===== config.mk =====
export PLATFORM = sky130hd
export DESIGN_NAME = apu_frame_sequencer
export DESIGN_NICKNAME = d
export VERILOG_FILES = /design/src/rtl/apu_pkg.sv /design/src/rtl/apu_div_fall_detect.sv /design/src/rtl/apu_frame_sequencer.sv
export SDC_FILE = /design/constraint.sdc
export NUM_CORES = 1
export LEC_CHECK = 0
export ABC_AREA = 1
export BUFFER_PORTS_ARGS = -buffer_cell sky130_fd_sc_hd__buf_4
export CORE_AREA = 5 5 42 44
export CTS_BUF_LIST = sky130_fd_sc_hd__clkbuf_4 sky130_fd_sc_hd__clkbuf_8
export CTS_CLUSTER_DIAMETER = 30
export DETAILED_ROUTE_END_ITERATION = 6
export DIE_AREA = 0 0 47 49
export HOLD_SLACK_MARGIN = 0.05
export PLACE_DENSITY_LB_ADDON = 0.1
export SLEW_MARGIN = 20
export SYNTH_ARGS = -nofsm -noshare
export SYNTH_HDL_FRONTEND = slang
export SYNTH_SLANG_ARGS = --single-unit

===== constraint.sdc =====
create_clock -name apuv_4mhz -period 2.48 [get_ports apuv_4mhz]
set_clock_uncertainty 0.05 [all_clocks]
set_input_delay 0 -clock apuv_4mhz [delete_from_list [all_inputs] [get_ports apuv_4mhz]]
set_output_delay 0 -clock apuv_4mhz [all_outputs]
set_load 0.02 [all_outputs]

===== src/rtl/apu_pkg.sv =====
// apu_pkg: shared APU frame-sequencer constants; step masks are indexed by frame step.
package apu_pkg;
  localparam int FS_STEP_W = 3;
  localparam logic [7:0] FS_LEN_MASK = 8'b0101_0101;
  localparam logic [7:0] FS_SWEEP_MASK = 8'b0100_0100;
  localparam logic [7:0] FS_ENV_MASK = 8'b1000_0000;
endpackage


===== src/rtl/apu_div_fall_detect.sv =====
// apu_div_fall_detect: registers the selected DIV bit and flags its falling edge.
// Ports: clk, rst (sync, active high), sel_bit (selected DIV bit), reload (source switched), tick.
module apu_div_fall_detect (
  input  logic clk,
  input  logic rst,
  input  logic sel_bit,
  input  logic reload,
  output logic tick
);
  logic div_q;
  always_ff @(posedge clk)
    div_q <= rst ? 1'b0 : sel_bit;
  // a reload means the source bit changed, so the stale div_q must not create an edge
  assign tick = div_q & ~sel_bit & ~reload;
endmodule


===== src/rtl/apu_frame_sequencer.sv =====
// apu_frame_sequencer: DIV-driven 8-step frame sequencer emitting length, sweep and envelope clocks.
// Ports: apuv_4mhz clock, apu_reset (sync, active high), apu_on, div_bit4 -> len_clk, sweep_clk, env_clk, frame_step.
// APU_FS_DOUBLE_SPEED_EN adds div_bit5 and double_speed to select DIV bit 5 in double-speed mode.
module apu_frame_sequencer
  import apu_pkg::*;
#(
  parameter int STEP_W = FS_STEP_W
) (
  input  logic              apuv_4mhz,
  input  logic              apu_reset,
  input  logic              apu_on,
  input  logic              div_bit4,
`ifdef APU_FS_DOUBLE_SPEED_EN
  input  logic              div_bit5,
  input  logic              double_speed,
`endif
  output logic              len_clk,
  output logic              sweep_clk,
  output logic              env_clk,
  output logic [STEP_W-1:0] frame_step
);
  logic sel_bit, reload, tick, on_q, skip_pending;
`ifdef APU_FS_DOUBLE_SPEED_EN
  logic ds_q;
  always_ff @(posedge apuv_4mhz)
    ds_q <= apu_reset ? 1'b0 : double_speed;
  assign sel_bit = double_speed ? div_bit5 : div_bit4;
  assign reload = double_speed ^ ds_q;
`else
  assign sel_bit = div_bit4;
  assign reload = 1'b0;
`endif
  apu_div_fall_detect u_fall (
    .clk(apuv_4mhz),
    .rst(apu_reset),
    .sel_bit(sel_bit),
    .reload(reload),
    .tick(tick)
  );
  always_ff @(posedge apuv_4mhz) begin
    len_clk <= 1'b0;
    sweep_clk <= 1'b0;
    env_clk <= 1'b0;
    if (apu_reset) begin
      on_q <= 1'b0;
      skip_pending <= 1'b0;
      frame_step <= '0;
    end else begin
      on_q <= apu_on;
      if (!apu_on) begin
        frame_step <= '0;
        skip_pending <= 1'b0;
      end else if (!on_q) begin
        // power-up while DIV bit is high: its first fall is swallowed
        skip_pending <= sel_bit;
      end else if (tick) begin
        if (skip_pending) begin
          skip_pending <= 1'b0;
        end else begin
          len_clk <= FS_LEN_MASK[frame_step];
          sweep_clk <= FS_SWEEP_MASK[frame_step];
          env_clk <= FS_ENV_MASK[frame_step];
          frame_step <= frame_step + 1'b1;
        end
      end
    end
  end
endmodule

== Word level (Yosys, flattened, before mapping) ==
Memories as Yosys holds them, arrays and structs flattened. A register that Yosys moved wholly into a read port is not among the register bits.
Index checks and enable logic that the tools add are counted.
Storage, ports and cells
  logic and storage cells: 20
  memories: 3
  output and inout bits: 6
  flip-flop bits (word level): 6
  memory bits (read-only): 24
Operators by class
  add/subtract/negate cells: 1
  bitwise gates (word level): 6
  mux-type cells: 2
  equality and inequality tests: 1
  reductions and logical operators: 3
Memories
  (no name shown): depth 8, bits a word 1, rd ports 1, clocked after Yosys merged registers in 1, write ports 0, RTL line apu_frame_sequencer.sv:62  | env_clk <= FS_ENV_MASK[frame_step];
  (no name shown): depth 8, bits a word 1, rd ports 1, clocked after Yosys merged registers in 1, write ports 0, RTL line apu_frame_sequencer.sv:61  | sweep_clk <= FS_SWEEP_MASK[frame_step];
  (no name shown): depth 8, bits a word 1, rd ports 1, clocked after Yosys merged registers in 1, write ports 0, RTL line apu_frame_sequencer.sv:60  | len_clk <= FS_LEN_MASK[frame_step];
Operator list (count)
  $not A1 Y1: 5
  $reduce_or A5 Y1: 1
  $add A3 B1 Y3 const B: 1
  $reduce_and A3 Y1: 1
  $mux W1: 2
  $ne A2 B2 Y1 const B: 1
  $reduce_or A2 Y1: 1
  $and A1 B1 Y1: 1

== Logic depth before layout (Yosys ltp) ==
Gate-level depths: netlist of the first run.
  word-level depth: 4
  gate-level depth with buffers: 7

== By module ==
From an unflattened synthesis of the first run, not the netlist that was laid out.
Second synthesis, totals
  cells, all modules: 46
  area, all modules: 370.4 um^2
By module, submodules not included
  apu_frame_sequencer: cells each 41, seq. area each 160.2 um^2, area an instance 330.3 um^2, times used 1
  apu_div_fall_detect: cells each 5, seq. area each 20.0 um^2, area an instance 40.0 um^2, times used 1

== Worst setup path before layout of the first run ==
Ideal clock, no wire load.
  path type: reg-to-reg
  start point: register frame_step[0]
  end point: register frame_step[1]
  buffers on the path: 0
  arrival: 1.032 ns
  cell stages (with the launch flop): 6
  setup slack: 1.334 ns
  cells stage by stage: dfxtp_1 -> inv_1 -> ha_1 -> nand2_1 -> nand2_1 -> nor2_1
On the way
  word-level cells in the longest chain between the ends: 1
Ends and longest elaborated chain
  from (decl): RTL line apu_frame_sequencer.sv:20  | output logic [STEP_W-1:0] frame_step
  from (signal assigned): RTL line apu_frame_sequencer.sv:63  | frame_step <= frame_step + 1'b1;
  $add A3 B1 Y3: RTL line apu_frame_sequencer.sv:63
No other way between the ends.
A chain may end at the register's enable or synchronous reset.

== Worst setup path in the final report of the first run ==
  start point: input div_bit4
  end point: register u_fall.div_q
RTL lines
  from (decl): RTL line apu_frame_sequencer.sv:12  | input logic div_bit4,
  to (signal assigned): RTL line apu_div_fall_detect.sv:12  | div_q <= rst ? 1'b0 : sel_bit;
  to (decl): RTL line apu_div_fall_detect.sv:10  | logic div_q;
No word-level cell between the ends.

==> results of run 1 <==
## registers in the layout, summed over array words and instances (netlist names)
name and cells:
len_clk 1, env_clk 1, frame_step 3, on_q 1
u_fall.div_q 1, sweep_clk 1, skip_pending 1
## power by group through the flow
| stage | Sequential [W] | Clock [W] | Combinational (W) |
|---|---|---|---|
| after global placement | 0.000153 | 0 | 0.0000182 |
| final | 0.000150 | 0.000124 | 0.0000229 |
| after floorplan | 0.000153 | 0 | 0.0000105 |
| after global routing | 0.000150 | 0.000137 | 0.0000255 |
| after CTS | 0.000150 | 0.000130 | 0.0000232 |
| after detailed placement | 0.000153 | 0 | 0.0000182 |
## through the flow
step                setup slack [ps]  cell area [sq um]  power (W)   util
floorplan                       1330                378   0.000164      -
global route                    1250                536   0.000313  0.382
detailed placement              1420                465   0.000171  0.332
CTS                             1280                536   0.000303  0.382
global placement                1440                465   0.000171  0.332
finish                          1270                536   0.000297  0.382
## per-layer routing
metal  global-route usage  vias to the layer above  wire (microns)
met3               0.0332                        3              74
met1               0.0771                      142             294
met5                    0                        -               0
li1                     -                      179               -
met2               0.0905                       11             284
met4               0.0553                        0              21
## what timing repair did
action / in CTS / in global routing
buffers inserted: 0 / 0
hold buffers: 4 / 0
endpoints found under the hold margin: 9 / 0
## cell usage after synthesis
cell type | count | share of area
dfxtp_1 | 9 | 0.48
nor2_2 | 1 | 0.017
nor3_1 | 1 | 0.013
nor2_4 | 2 | 0.060
inv_2 | 1 | 0.0099
ha_1 | 2 | 0.066
nand3_1 | 1 | 0.013
nor2_1 | 11 | 0.11
o21ai_1 | 1 | 0.013
inv_1 | 8 | 0.079
nand2_2 | 2 | 0.033
nand2_1 | 11 | 0.11
## cell families after synthesis
logic type	count (synthesis)	synth area share
AOI/OAI and AO/OA	1	0.0132
adders and majority gates	2	0.0662
and+or+nand+nor	29	0.354
buffers and inverters	9	0.0894
DFF	9	0.477
## path summary, 6_finish.rpt
kind	start	endpoint	slack, ps	cells after the start
worst min register to register	frame_step[0]	len_clk	430	1
worst max register to register	frame_step[0]	frame_step[1]	1420	5
worst min-delay path	apu_reset	on_q	420	3
worst max-delay path	div_bit4	u_fall.div_q	1270	5
## layout make-up
cell class | instances | area share
Sequential cell | 9 | 0.336
Timing Repair Buffer | 13 | 0.201
Tap cell | 16 | 0.0374
Multi-Input combinational cell | 32 | 0.306
Clock buffer | 4 | 0.0561
Inverter | 9 | 0.0631
## worst min-delay path, delay by kind of cell
kind	cells	cell delay, ps
buffers and inverters	2	640
AND/OR/NAND/NOR	1	50
==> metrics, run 1 <==
initial antenna violation count=0; Tmin final=around 1200 ps; leading cell types in the layout, fill and taps excluded=11 x nor2_1, 11 x nand2_1, 9 x dfxtp_1, 9 x buf_4, 8 x inv_1; share of layout cells above drive strength 1=0.284; Worst Path Arrival=1310 ps; Top delay family on crit path=buffers and inverters; Synthesis Warnings=0; DRC=0; gr usage total=0.0677; most used cell, CP=dlygate4sd3_1; peak supply drop=between 200 and 300 uV; Worst Path Max Fanout=3; die area=roughly 2300 sq um; register share of total power=0.504; total wire length=675 microns; Final Cycle Share=0.487; critical path's slowest cell=dlygate4sd3_1; FMAX=between 800 and 900 MHz; CTS max path bufs=2; Starting Density=0.270; Die X-Extent=~47 microns; core area=roughly 1400 sq um; pin count of the biggest net entering global routing=7; FF/Latch Area=180 sq um; Crit path buffers/inverters=4; post-CTS resize count=0; TNS Setup=0 ps; Root Buffer=clkbuf_4; Netlist cell types=12; Final Non-Filler Cells=83; top-level port count=10; Clock power frac=0.419; syn avg cell area=7.56 sq um; CTS tree=yes; clock slew at reported path FFs=60 ps; Switching Share=0.217; HPWL after detailed placement=between 500 and 600 microns; Via-to-Cell Ratio=4.04; sequential fraction of the synthesis area=0.477; worst skew pair latency=roughly 260 ps; Crit Path Class=input pin to flop; status=finished, final reports clean; layout filler cell count=~170; WL/cell=8.13 microns; Combinational Power Share=0.077; Worst EP required=roughly 2600 ps; CP cell instances=dlygate4sd3_1, buf_4, inv_2, nor2_1, dlygate4sd3_1; Switch Pwr=about 0.000065 W; Cell Pwr Density=555 nW/um^2; Fin. Hold Viols=0; nets=74; Multi-input gate area=164 sq um; Setup violations, final=0; gp weighted congestion=just over 0.7; DRT Pass-1 Iters=3; worst slew pin tran=between 150 and 200 ps; CP endpoint kind=flop; Area Growth Syn to Fin=41.7%; Slew headroom=0.887; htree depth=1; max incr delay on CP=~540 ps; RSZ-0062 raised after global routing=no; via count=roughly 340; diode count=0; HP Class=input pin to flop; first-pass GRT wire length=between 1 and 1.5 mm; worst-case hold slack=about 420 ps; Syn Std Cell Area=around 380 sq um; grt total ovfl=0; syn_nets=56; Int Pwr=approximately 0.00023 W; CTS Buf Count=3; Inst Count DP=between 70 and 80; vias in the first global route=280; #FFs+latches synth=9; Post-Synthesis Cells=50; max-cap viol count=0; Slew Viols, Final=0; CP Launch Type=input pin; clk sink count=9; Die H=49 microns; Iter 0 DRT Violations=2; num rows=14; Lkg Pwr=about 0.24 nW; Routed Antenna Nets=0; input/output buffers=9
Power figures use the tool's default switching activity.
==> run 2: changes to the inputs <==
==> constraint.sdc (replaced) <==
create_clock -name apuv_4mhz -period 1.1 [get_ports apuv_4mhz]
set_clock_uncertainty 0.05 [all_clocks]
set_input_delay 0 -clock apuv_4mhz [delete_from_list [all_inputs] [get_ports apuv_4mhz]]
set_output_delay 0 -clock apuv_4mhz [all_outputs]
set_load 0.02 [all_outputs]
==> run 2 against run 1 <==
Power grew 120%; register-to-register slack lost 1300 ps; flip-flop and latch count is the same; critical path depth is the same; setup slack lost 1200 ps; routed wire length shrank 6.8%; via count shrank 2.4%; critical path type is now flop to flop; cell count shrank 1.2%; sequential power grew 120%; non-clock buffer count shrank 1; global-route usage grew 0.15 points.
==> metrics, run 2 (synthesized netlist as in run 1, its figures left out) <==
total chip power=roughly 0.00066 W; hold wc startpoint=frame_step[0]; reg2reg path depth=5; diode count=0; worst skew pair latency=260 ps; most used cell, CP=nand2_1; Lkg Pwr=roughly 0.24 nW; Hold Path Cell Cnt=1; CTS tree=yes; die area=approximately 2300 sq um; top-level port count=10; met1 usage in global routing=0.0662; max FFs per register=3; critical path's slowest cell=dfxtp_2; nets=between 70 and 80; max incr delay on CP=between 300 and 400 ps; leading cell types in the layout, fill and taps excluded=11 x nor2_1, 11 x nand2_1, 9 x buf_4; pin count of the biggest net entering global routing=7; htree depth=1; CTS max path bufs=2; via count=approximately 330; GRT Max-Usage Layer=met2; Slew Viols, Final=0; WHS Endpoint=len_clk; grt total ovfl=0; num rows=14; first-pass GRT wire length=around 1.1 mm; gp weighted congestion=roughly 0.69; reg2reg end=frame_step[1]; Routed Antenna Nets=0; TNS Setup=0 ps; Top delay family on crit path=flip-flops; layout filler cell count=157; met2 GRT Util=0.0995; Iter 0 DRT Violations=1; initial antenna violation count=0; HP Class=flop to flop; met3 usage=0.0554; Reg2Reg Setup Slack=80 ps; CTS Buf Count=3; CP endpoint kind=flop; Via-to-Cell Ratio=around 4.0; max-cap viol count=0; share of layout cells above drive strength 1=0.318; Worst Path Max Fanout=5; worst r2r src=frame_step[0]; peak supply drop=between 700 and 800 uV; core area=roughly 1400 sq um; CP Launch Type=flop; Tmin final=approximately 1000 ps; Worst EP required=around 1200 ps; Worst Path Arrival=~1200 ps; DRT Pass-1 Iters=2; Die H=a little under 50 microns; Final Cycle Share=0.930; Crit path buffers/inverters=1; Crit Path Class=flop to flop; Slew headroom=0.897; clock slew at reported path FFs=around 60 ps; worst slew pin tran=around 150 ps; worst-case hold slack=just over 400 ps; WL/cell=~7.7 microns; Setup violations, final=0; Fin. Hold Viols=0; Root Buffer=clkbuf_4; DRC=0; Cell Pwr Density=around 1300 nW/um^2; clk sink count=9; RSZ-0062 raised after global routing=no; Starting Density=0.270; status=finished, final reports clean; total setup buffers inserted after CTS=0; Largest Register=frame_step; Die X-Extent=between 40 and 50 microns; gr usage total=0.0691; vias in the first global route=between 200 and 300; CP cell instances=inv_1, ha_1, nand2_1, nand2_1, nor2_1; FMAX=between 900 and 1000 MHz; total wire length=629 microns; HPWL after detailed placement=between 500 and 600 microns; input/output buffers=9; Area Growth Syn to Fin=39.7%
[run 2: cell types whose count changed in the layout (fill, tap and decap cells not counted), sizes merged]
cell         change
dlygate4sd3      -1
[run 2: metrics by stage]
step	cell area (sq um)	setup WS, ps	instances	utilization
after floorplan	379	9.25	50	-
after global placement	467	66.9	75	0.333
after detailed placement	467	81.3	75	0.333
after CTS	527	65.3	82	0.376
after global routing	528	22.0	82	0.377
final	528	76.9	82	0.377
[run 2: final cells by class]
class | count | area [sq um] | share of cell area
Clock buffer | 4 | 30.0 | 0.0569
Multi-Input combinational cell | 32 | 164 | 0.310
Inverter | 9 | 33.8 | 0.0640
Sequential cell | 9 | 183 | 0.346
Timing Repair Buffer | 12 | 97.6 | 0.185
Tap cell | 16 | 20.0 | 0.0379
[run 2: power by group]
group | total [W] | switching, W | leakage (nW) | internal [W]
combinational | 0.0000483 | 0.0000237 | 0.148 | 0.0000245
sequential | 0.000337 | 0.00000446 | 0.0742 | 0.000333
clock | 0.000275 | 0.000111 | 0.0184 | 0.000164
[run 2: worst max-delay path by stage]
stage / start / endpoint / cells after the start
final: frame_step[0] / frame_step[1] / 5
after global routing: frame_step[0] / frame_step[1] / 5
after CTS: frame_step[1] / frame_step[2] / 7
after detailed placement: frame_step[1] / frame_step[2] / 7
after global placement: frame_step[0] / frame_step[1] / 5
after floorplan: frame_step[1] / frame_step[2] / 6
[run 2: worst register-to-register path, cell delays in order (launching register included)]
cell	delay [ps]
dfxtp_2	360
inv_1	80
ha_1	290
nand2_1	70
nand2_1	40
nor2_1	70
[run 2: what timing repair did]
| item | 4_1_cts | 5_1_grt |
|---|---|---|
| endpoints found under the hold margin | 9 | 0 |
| setup endpoints to repair | 0 | 1 |
| hold buffers | 3 | 0 |
| gates resized for setup | 0 | 1 |
[run 2: per-layer routing]
metal	up-vias	routed length, microns
li1	180	-
met1	135	272
met2	10	274
met3	2	71
met4	0	10
met5	-	0
